## config.mk

```make
export PLATFORM = sky130hd
export DESIGN_NAME = load_store_unit
export DESIGN_NICKNAME = d
export VERILOG_FILES = /design/src/rtl/load_store_unit.sv
export SDC_FILE = /design/constraint.sdc
export NUM_CORES = 1
export LEC_CHECK = 0
export BUFFER_PORTS_ARGS = -buffer_cell sky130_fd_sc_hd__buf_2
export CAP_MARGIN = 20
export CORE_MARGIN = 2
export CORE_UTILIZATION = 50
export DETAILED_ROUTE_END_ITERATION = 8
export PLACE_DENSITY = 0.76
export REMOVE_ABC_BUFFERS = 1
export SYNTH_ARGS = -nofsm -noshare
export SYNTH_HDL_FRONTEND = slang
export SYNTH_SLANG_ARGS = --single-unit
```

## constraint.sdc

```tcl
create_clock -name clk -period 8 [get_ports clk]
set_input_delay 1.6 -clock clk [delete_from_list [all_inputs] [get_ports clk]]
set_output_delay 1.6 -clock clk [all_outputs]
set_load 0.01 [all_outputs]
```

## src/rtl/load_store_unit.sv

```systemverilog
// Load/store unit: one request at a time through IDLE -> ACCESS -> RESP, with address,
// range and width checks. Define LSU_MISALIGN_TRAP_EN to reject misaligned half/word accesses.
module load_store_unit #(
   parameter int unsigned ADDR_LIMIT = 1024
) (
   input  logic        clk,
   input  logic        reset,
   input  logic        req_valid,
   output logic        req_ready,
   input  logic        req_we,
   input  logic [2:0]  req_funct3,
   input  logic [31:0] req_base,
   input  logic [11:0] req_offset,
   input  logic [31:0] req_wdata,
   output logic        resp_valid,
   input  logic        resp_ready,
   output logic [31:0] resp_rdata,
   output logic        resp_err,
   output logic [31:0] mem_a,
   output logic [31:0] mem_wd,
   output logic        mem_we,
   output logic [2:0]  mem_mode,
   input  logic [31:0] mem_rd
);

   typedef enum logic [1:0] {IDLE, ACCESS, RESP} state_t;

   state_t      state_reg, state_next;
   logic [31:0] addr_reg, wd_reg, rdata_reg;
   logic [2:0]  mode_reg, funct3_reg;
   logic        store_reg, err_reg, resp_err_reg;

   logic        accept;
   logic [31:0] ea;
   logic [2:0]  mode_next;
   logic        legal;
   logic [2:0]  size;
   logic [32:0] ea_end;
   logic        size_err, align_err;
   logic [31:0] load_ext;

   assign accept = req_valid && req_ready;
   assign ea     = req_base + {{20{req_offset[11]}}, req_offset};

   always_comb begin
      mode_next = 3'b000;
      legal     = 1'b0;
      if (req_we) begin
         case (req_funct3)
            3'b000:  begin mode_next = 3'b010; legal = 1'b1; end
            3'b001:  begin mode_next = 3'b001; legal = 1'b1; end
            3'b010:  begin mode_next = 3'b000; legal = 1'b1; end
            default: begin mode_next = 3'b000; legal = 1'b0; end
         endcase
      end else begin
         case (req_funct3)
            3'b000:  begin mode_next = 3'b110; legal = 1'b1; end
            3'b001:  begin mode_next = 3'b101; legal = 1'b1; end
            3'b010:  begin mode_next = 3'b000; legal = 1'b1; end
            3'b100:  begin mode_next = 3'b010; legal = 1'b1; end
            3'b101:  begin mode_next = 3'b001; legal = 1'b1; end
            default: begin mode_next = 3'b000; legal = 1'b0; end
         endcase
      end
   end

   always_comb begin
      case (req_funct3[1:0])
         2'b00:   size = 3'd1;
         2'b01:   size = 3'd2;
         default: size = 3'd4;
      endcase
   end

   // 33-bit end address so accesses near 2^32 cannot wrap back into range
   assign ea_end   = {1'b0, ea} + {30'd0, size};
   assign size_err = ea_end > 33'(ADDR_LIMIT);

`ifdef LSU_MISALIGN_TRAP_EN
   assign align_err = ((size == 3'd2) && ea[0]) || ((size == 3'd4) && (ea[1:0] != 2'b00));
`else
   assign align_err = 1'b0;
`endif

   always_comb begin
      case (funct3_reg)
         3'b000:  load_ext = {{24{mem_rd[7]}}, mem_rd[7:0]};
         3'b001:  load_ext = {{16{mem_rd[15]}}, mem_rd[15:0]};
         3'b100:  load_ext = {24'd0, mem_rd[7:0]};
         3'b101:  load_ext = {16'd0, mem_rd[15:0]};
         default: load_ext = mem_rd;
      endcase
   end

   always_ff @(posedge clk) begin
      if (reset) state_reg <= IDLE;
      else       state_reg <= state_next;
   end

   always_comb begin
      state_next = state_reg;
      case (state_reg)
         IDLE:    if (accept) state_next = ACCESS;
         ACCESS:  state_next = RESP;
         RESP:    if (resp_ready) state_next = IDLE;
         default: state_next = IDLE;
      endcase
   end

   always_ff @(posedge clk) begin
      if (reset) begin
         addr_reg     <= '0;
         wd_reg       <= '0;
         mode_reg     <= '0;
         funct3_reg   <= '0;
         store_reg    <= 1'b0;
         err_reg      <= 1'b0;
         rdata_reg    <= '0;
         resp_err_reg <= 1'b0;
      end else begin
         if (accept) begin
            addr_reg   <= ea;
            wd_reg     <= req_wdata;
            mode_reg   <= mode_next;
            funct3_reg <= req_funct3;
            store_reg  <= req_we;
            err_reg    <= !legal || size_err || align_err;
         end
         if (state_reg == ACCESS) begin
            resp_err_reg <= err_reg;
            rdata_reg    <= (store_reg || err_reg) ? 32'd0 : load_ext;
         end
      end
   end

   assign req_ready  = (state_reg == IDLE);
   assign resp_valid = (state_reg == RESP);
   assign resp_rdata = rdata_reg;
   assign resp_err   = resp_err_reg;
   assign mem_a      = addr_reg;
   assign mem_wd     = wd_reg;
   assign mem_mode   = mode_reg;
   // reset gates the write strobe in the same cycle so an interrupted store never lands
   assign mem_we     = (state_reg == ACCESS) && store_reg && !err_reg && !reset;

endmodule

```

# Word-level counts from Yosys, hierarchy flattened
# Index checks and enable logic that the tools add are counted.
[op_classes] add_sub_neg=2 n_lt_le_gt_ge=1 eq_ne=12 mux=12 n_reduce_logical=16
[op_table] op="one-hot mux 32 bit (4 select lines)" count=1
[op_table] op="adder 32 x 3 -> 33 bit" count=1
[op_table] op="> comparator 33 x 11 -> 1 bit, second input constant" count=1
[op_table] op="adder 32 bit" count=1
[op_table] op="two-way mux 32 bit" count=1
[op_table] op="== test 3 bit, second input constant" count=4
[op_table] op="one-hot mux 3 bit (4 select lines)" count=1
[op_table] op="== test 3 x 1 -> 1 bit, second input constant" count=2
[op_table] op="zero test 3 bit" count=2
[op_table] op="one-hot mux 2 bit (3 select lines)" count=1
[op_table] op="one-hot mux 3 bit (2 select lines)" count=1
[op_table] op="OR reduction 5 bit" count=1
[op_table] op="== test 2 x 1 -> 1 bit, second input constant" count=2
[op_table] op="logical AND 1 bit" count=4
[op_table] op="zero test 2 bit" count=2
[op_table] op="two-way mux 2 bit" count=2
[op_table] op="!= test 2 x 1 -> 1 bit, second input constant" count=2
[op_table] op="one-hot mux 2 bit (2 select lines)" count=1
[op_table] op="== test 3 x 2 -> 1 bit, second input constant" count=1
[op_table] op="zero test 1 bit" count=3
[op_table] op="two-way mux 1 bit" count=3
[op_table] op="two-way mux 3 bit" count=1
[op_table] op="OR reduction 3 bit" count=1
[op_table] op="== test 2 bit, second input constant" count=1
[op_table] op="other kinds (2)" count=3
[totals] regBits=107 out_inout_bits=103 elab_cells=52

# Logic depth before layout (Yosys ltp)
[depth] word_depth=6 mapped_depth=14 mapped_depth_nobuf=13

# Worst setup path before layout
# No wires, ideal clock.
[synth_path] kind="input-to-reg" startpoint="in req_base[0]" endpoint="reg err_reg" setup_time_ns=0.121 arrival_time_ns=4.959 t_required_ns=7.879 slack_ns=2.920 stages=13 path_cell_list="ha_1 > fa_1 > a21o_1 > a221o_2 > a221oi_1 > xnor2_1 > o211ai_1 > or3_1 > clkbuf_1 > or3_1 > a2111oi_2 > and4_1 > a31oi_1"
[synth_between] elab_chain_cells=4
[synth_lines] item="start: declaration" line_no="12" text="input logic [31:0] req_base,"
[synth_lines] item="adder 32 bit" line_no="43" text="assign ea = req_base + {{20{req_offset[11]}}, req_offset};"
[synth_lines] item="adder 32 x 3 -> 33 bit" line_no="76" text="assign ea_end = {1'b0, ea} + {30'd0, size};"
[synth_lines] item="> comparator 33 x 11 -> 1 bit" line_no="77" text="assign size_err = ea_end > 33'(ADDR_LIMIT);"
[synth_lines] item="logical OR 1 bit" line_no="127" text="err_reg <= !legal || size_err || align_err;"
[synth_lines] item="end signal: assignment" line_no="127"
[synth_lines] item="end: declaration" line_no="31" text="logic store_reg, err_reg, resp_err_reg;"
# No other way between the ends.
# A chain may end at the register's enable or synchronous reset.

# Worst setup path after layout
# Same ends and word-level chain as after synthesis.

==> impl_results.html <==
<table>
<tr><th>Metric</th><th>Value</th></tr>
<tr><th colspan="2">Status</th></tr>
<tr><td>Outcome</td><td>completed</td></tr>
<tr><th colspan="2">Setup path</th></tr>
<tr><td>Category of the most critical setup path</td><td>in2reg</td></tr>
<tr><td>Worst flop-to-flop path endpoint</td><td>resp_rdata[17]$_SDFFE_PP0N_</td></tr>
<tr><td>Register-to-Register Path Depth</td><td>6</td></tr>
<tr><td>Cells along the critical path</td><td>buf_2 &gt; ha_1 &gt; fa_1 &gt; a21o_1 &gt; a221o_2 &gt; a221o_1 &gt; xor2_1 &gt; o2111ai_1 &gt; nor4_1 &gt; and3_1 &gt; o21ai_0 &gt; a2111oi_2 &gt; and4_1 &gt; a31oi_1</td></tr>
<tr><td>Critical path arrival</td><td>5370 ps</td></tr>
<tr><td>Critical Path Start Type</td><td>primary input</td></tr>
<tr><td>Highest cell delay on the worst timing path</td><td>490 ps</td></tr>
<tr><td>Critical Path RT</td><td>8230 ps</td></tr>
<tr><td>Slack of the worst reg-to-reg path</td><td>5530 ps</td></tr>
<tr><td>Largest fanout on the critical path</td><td>6</td></tr>
<tr><td>Crit path buffers/inverters</td><td>1</td></tr>
<tr><td>Category of the worst setup path capture point</td><td>register</td></tr>
<tr><td>Crit Reg-Reg Startpoint</td><td>state_reg[1]$_SDFFE_PP0P_</td></tr>
<tr><td>Slowest cell on the critical path</td><td>sky130_fd_sc_hd__nor4_1</td></tr>
<tr><td>Kind of cell adding the most delay to the critical path</td><td>compound AO/OA/AOI/OAI gates</td></tr>
<tr><th colspan="2">Logic synthesis</th></tr>
<tr><td>Sequential share of the synthesized area</td><td>33.5%</td></tr>
<tr><td>Post-synthesis register bit count</td><td>107</td></tr>
<tr><td>Combined area of all synthesized cells</td><td>6390 µm²</td></tr>
<tr><td>Most used flip-flop cell after synthesis</td><td>sky130_fd_sc_hd__dfxtp_1</td></tr>
<tr><td>Synth top area cells</td><td>sky130_fd_sc_hd__dfxtp_1 (34%), sky130_fd_sc_hd__a21oi_1 (11%), sky130_fd_sc_hd__nand2_1 (9.1%)</td></tr>
<tr><td>Cell accounting for the most synthesized area</td><td>sky130_fd_sc_hd__dfxtp_1</td></tr>
<tr><td>Async set-or-reset flop fraction in the synthesized netlist</td><td>0%</td></tr>
<tr><td>Share of the synthesized area in the top cell type</td><td>33.5%</td></tr>
<tr><td>Synthesized area per cell</td><td>7.41 µm²</td></tr>
<tr><td>Count of distinct cell types in the synthesized netlist</td><td>67</td></tr>
<tr><td>Number of flops mapped to enable cells by yosys</td><td>0</td></tr>
<tr><td>Cells after synthesis</td><td>862</td></tr>
<tr><td>Syn. warnings</td><td>0</td></tr>
<tr><th colspan="2">Global route</th></tr>
<tr><td>Antenna violations before repair</td><td>0</td></tr>
<tr><td>Maximum number of pins on one net before global-route repair</td><td>75</td></tr>
<tr><td>Wire length of the first global-routing pass</td><td>26,400 µm</td></tr>
<tr><td>Vias in the first global route</td><td>5,761</td></tr>
<tr><td>Total global routing track utilization</td><td>23.7%</td></tr>
<tr><td>Total congestion overflow</td><td>0</td></tr>
<tr><th colspan="2">Run</th></tr>
<tr><td>Count of max-cap constraint violations</td><td>0</td></tr>
<tr><th colspan="2">Timing</th></tr>
<tr><td>Worst-Margin Slew</td><td>1190 ps</td></tr>
<tr><td>Minimum period implied by the final worst setup slack</td><td>5140 ps</td></tr>
<tr><td>Final period util</td><td>64.3%</td></tr>
<tr><td>Max transition margin</td><td>20.0%</td></tr>
<tr><td>Number of pins exceeding their max-slew limit in the final report</td><td>0</td></tr>
<tr><td>RSZ-0062 raised after global routing</td><td>no</td></tr>
<tr><td>Number of hold violations in the final report</td><td>0</td></tr>
<tr><td>Achievable Freq</td><td>194 MHz</td></tr>
<tr><td>Worst clock skew on the final layout</td><td>8.58 ps</td></tr>
<tr><td>Setup-violating endpoint count in the final report</td><td>0</td></tr>
<tr><td>Setup tns final</td><td>0 ps</td></tr>
<tr><th colspan="2">Cells and area</th></tr>
<tr><td>Area overhead of the layout relative to synthesis</td><td>23.2%</td></tr>
<tr><td>Most common cell after layout, fill and taps aside</td><td>sky130_fd_sc_hd__buf_2</td></tr>
<tr><td>Layout filler cell count</td><td>1,166</td></tr>
<tr><td>Cell area after layout</td><td>7870 µm²</td></tr>
<tr><td>Antenna Cells</td><td>0</td></tr>
<tr><td>Fraction of final layout cells with drive strength greater than 1</td><td>24.0%</td></tr>
<tr><td>Non-filler instance count after layout</td><td>1,216</td></tr>
<tr><td>Commonest non-fill, non-tap cells in the layout</td><td>sky130_fd_sc_hd__buf_2 (217), sky130_fd_sc_hd__nand2_1 (154), sky130_fd_sc_hd__a21oi_1 (135)</td></tr>
<tr><td>Net total in the final layout</td><td>1,191</td></tr>
<tr><th colspan="2">Clock tree</th></tr>
<tr><td>Number of buffers inserted to repair setup after CTS</td><td>0</td></tr>
<tr><td>Root Driver</td><td>sky130_fd_sc_hd__clkbuf_16</td></tr>
<tr><td>Count of H-tree levels built during CTS</td><td>3</td></tr>
<tr><td>Num Clock Sinks</td><td>107</td></tr>
<tr><td>Gates resized, CTS repair</td><td>0</td></tr>
<tr><td>CTS tree</td><td>yes</td></tr>
<tr><td>Number of buffers created by CTS</td><td>9</td></tr>
<tr><td>Register clock-pin slew on the reported worst setup and hold paths</td><td>70 ps</td></tr>
<tr><td>Number of hold buffers added after cts</td><td>0</td></tr>
<tr><td>Buffer levels on the longest clock path</td><td>2</td></tr>
<tr><td>Clk Latency, worst-skew pair</td><td>340 ps</td></tr>
<tr><th colspan="2">Power</th></tr>
<tr><td>Largest voltage drop on the vdd net</td><td>0.0907 mV</td></tr>
<tr><td>Comb pwr share</td><td>28.4%</td></tr>
<tr><td>Leak Pwr</td><td>3.52 nW</td></tr>
<tr><td>Switch share</td><td>30.3%</td></tr>
<tr><td>Register share of total power</td><td>37.9%</td></tr>
<tr><td>Switching power total</td><td>0.470 mW</td></tr>
<tr><td>Areal power density over the cells</td><td>197 nW/µm²</td></tr>
<tr><td>Tot Pwr</td><td>1.55 mW</td></tr>
<tr><td>Internal power contribution</td><td>1.08 mW</td></tr>
<tr><td>Clock group share of total power</td><td>33.6%</td></tr>
<tr><th colspan="2">Route</th></tr>
<tr><td>Average via count per standard cell</td><td>5.45</td></tr>
<tr><td>Post-detailed-route count of antenna-violating nets</td><td>0</td></tr>
<tr><td>First-pass DRT Iterations</td><td>5</td></tr>
<tr><td>Initial drt markers</td><td>423</td></tr>
<tr><td>Routed WL per cell</td><td>14.2 µm</td></tr>
<tr><td>Total wirelength of the detailed-routed design</td><td>17,200 µm</td></tr>
<tr><td>Total number of vias</td><td>6,633</td></tr>
<tr><td>DRC Markers</td><td>0</td></tr>
<tr><th colspan="2">Min path</th></tr>
<tr><td>Path type of the worst min-delay path</td><td>reg2reg</td></tr>
<tr><td>Endpoint, Worst Hold</td><td>resp_rdata[29]$_SDFFE_PP0N_</td></tr>
<tr><td>Min-Delay Startpoint</td><td>resp_rdata[29]$_SDFFE_PP0N_</td></tr>
<tr><td>Worst Hold Depth</td><td>2</td></tr>
<tr><th colspan="2">Place</th></tr>
<tr><td>Port bufs</td><td>218</td></tr>
<tr><td>Post-DP HPWL</td><td>13,000 µm</td></tr>
<tr><td>Post-placement cell area</td><td>7510 µm²</td></tr>
<tr><td>Gp weighted congestion</td><td>0.916</td></tr>
<tr><td>Inst Count DP</td><td>1,200</td></tr>
<tr><th colspan="2">Floorplan</th></tr>
<tr><td>Site row count</td><td>41</td></tr>
<tr><td>Top-Level Pins</td><td>219</td></tr>
<tr><td>Area of the die</td><td>13,700 µm²</td></tr>
<tr><td>Area of the core region</td><td>12,600 µm²</td></tr>
<tr><td>Horizontal extent of the die</td><td>117 µm</td></tr>
<tr><td>Die span in y</td><td>117 µm</td></tr>
<tr><td>Initial Util</td><td>50.8%</td></tr>
</table>
==> worst reg2reg max path: cells and delay by family, from the launching register on <==
family                 cells  cell delay [ps]
AOI/OAI and AO/OA          2              500
DFF                        1              310
buffers and inverters      1              260
and+or+nand+nor            3             1330
==> kinds of logic after synthesis <==
logic type	count (synthesis)	synth area share, %
and+or+nand+nor	345	24.8
AOI/OAI and AO/OA	276	25.8
DFF	107	33.5
buffers and inverters	65	3.96
adders and majority gates	36	7.28
xor gates and xnor gates	27	3.70
muxes	6	0.940
==> cell type report <==
type / count / area, µm² / area share (%)
multi-input combinational: 690 / 4000 / 50.8
sequential: 107 / 2140 / 27.2
timing repair buffer: 222 / 1120 / 14.3
clock buffer: 11 / 233 / 2.96
tap: 172 / 215 / 2.73
clock inverter: 5 / 125 / 1.59
inverter: 9 / 33.8 / 0.429
==> synth_stat cells (7+ instances only) <==
cell type                    n
sky130_fd_sc_hd__nor4_1      8
sky130_fd_sc_hd__nand4_1    10
sky130_fd_sc_hd__and3_1      7
sky130_fd_sc_hd__nand3_1    10
sky130_fd_sc_hd__nor2_1     82
sky130_fd_sc_hd__a31oi_1     8
sky130_fd_sc_hd__xnor2_1    17
sky130_fd_sc_hd__dfxtp_1   107
sky130_fd_sc_hd__a22oi_1     8
sky130_fd_sc_hd__a21oi_1   135
sky130_fd_sc_hd__inv_1       9
sky130_fd_sc_hd__nor3_1     21
sky130_fd_sc_hd__o21a_1      8
sky130_fd_sc_hd__and2_1      8
sky130_fd_sc_hd__clkbuf_1   44
sky130_fd_sc_hd__a21o_1     11
sky130_fd_sc_hd__xor2_1     10
sky130_fd_sc_hd__ha_1       34
sky130_fd_sc_hd__nand2_1   155
sky130_fd_sc_hd__buf_2       7
sky130_fd_sc_hd__o21ai_0    55
==> worst max-delay path by stage <==
stage                 from                    to  slack (ps)  cells after the start
2_1_floorplan  req_base[0]  err_reg$_SDFFE_PP0P_        2900                     12
3_3_place_gp   req_base[0]  err_reg$_SDFFE_PP0P_        2600                     13
3_5_place_dp   req_base[0]  err_reg$_SDFFE_PP0P_        2540                     13
4_1_cts        req_base[0]  err_reg$_SDFFE_PP0P_        2890                     14
5_1_grt        req_base[0]  err_reg$_SDFFE_PP0P_        2590                     14
6_report       req_base[0]  err_reg$_SDFFE_PP0P_        2860                     14
==> power groups by stage <==
stage               registers [mW]  clock network, mW  logic [mW]
detailed placement           0.601                  0       0.439
global route                 0.593              0.552       0.494
global placement             0.599                  0       0.435
finish                       0.588              0.522       0.441
CTS                          0.589              0.532       0.441
floorplan                    0.617                  0       0.275
==> stage by stage <==
| stage | utilization [%] | setup slack [ps] | hold WS [ps] |
|---|---|---|---|
| global placement | 59.8 | 2600 | 437 |
| detailed placement | 59.8 | 2540 | 441 |
| global route | 62.6 | 2590 | 469 |
| floorplan | - | 2900 | 439 |
| CTS | 62.6 | 2890 | 450 |
| finish | 62.6 | 2860 | 447 |
==> layer usage <==
layer  up-vias  GRT usage, %  wire length, µm
li1       3421             -                -
met1      3004          28.7             7420
met2       185          42.9             8470
met3        23          4.27             1030
met4         0          7.29              313
met5         -             0                0
No activity file was read; power rests on OpenSTA's default activity.
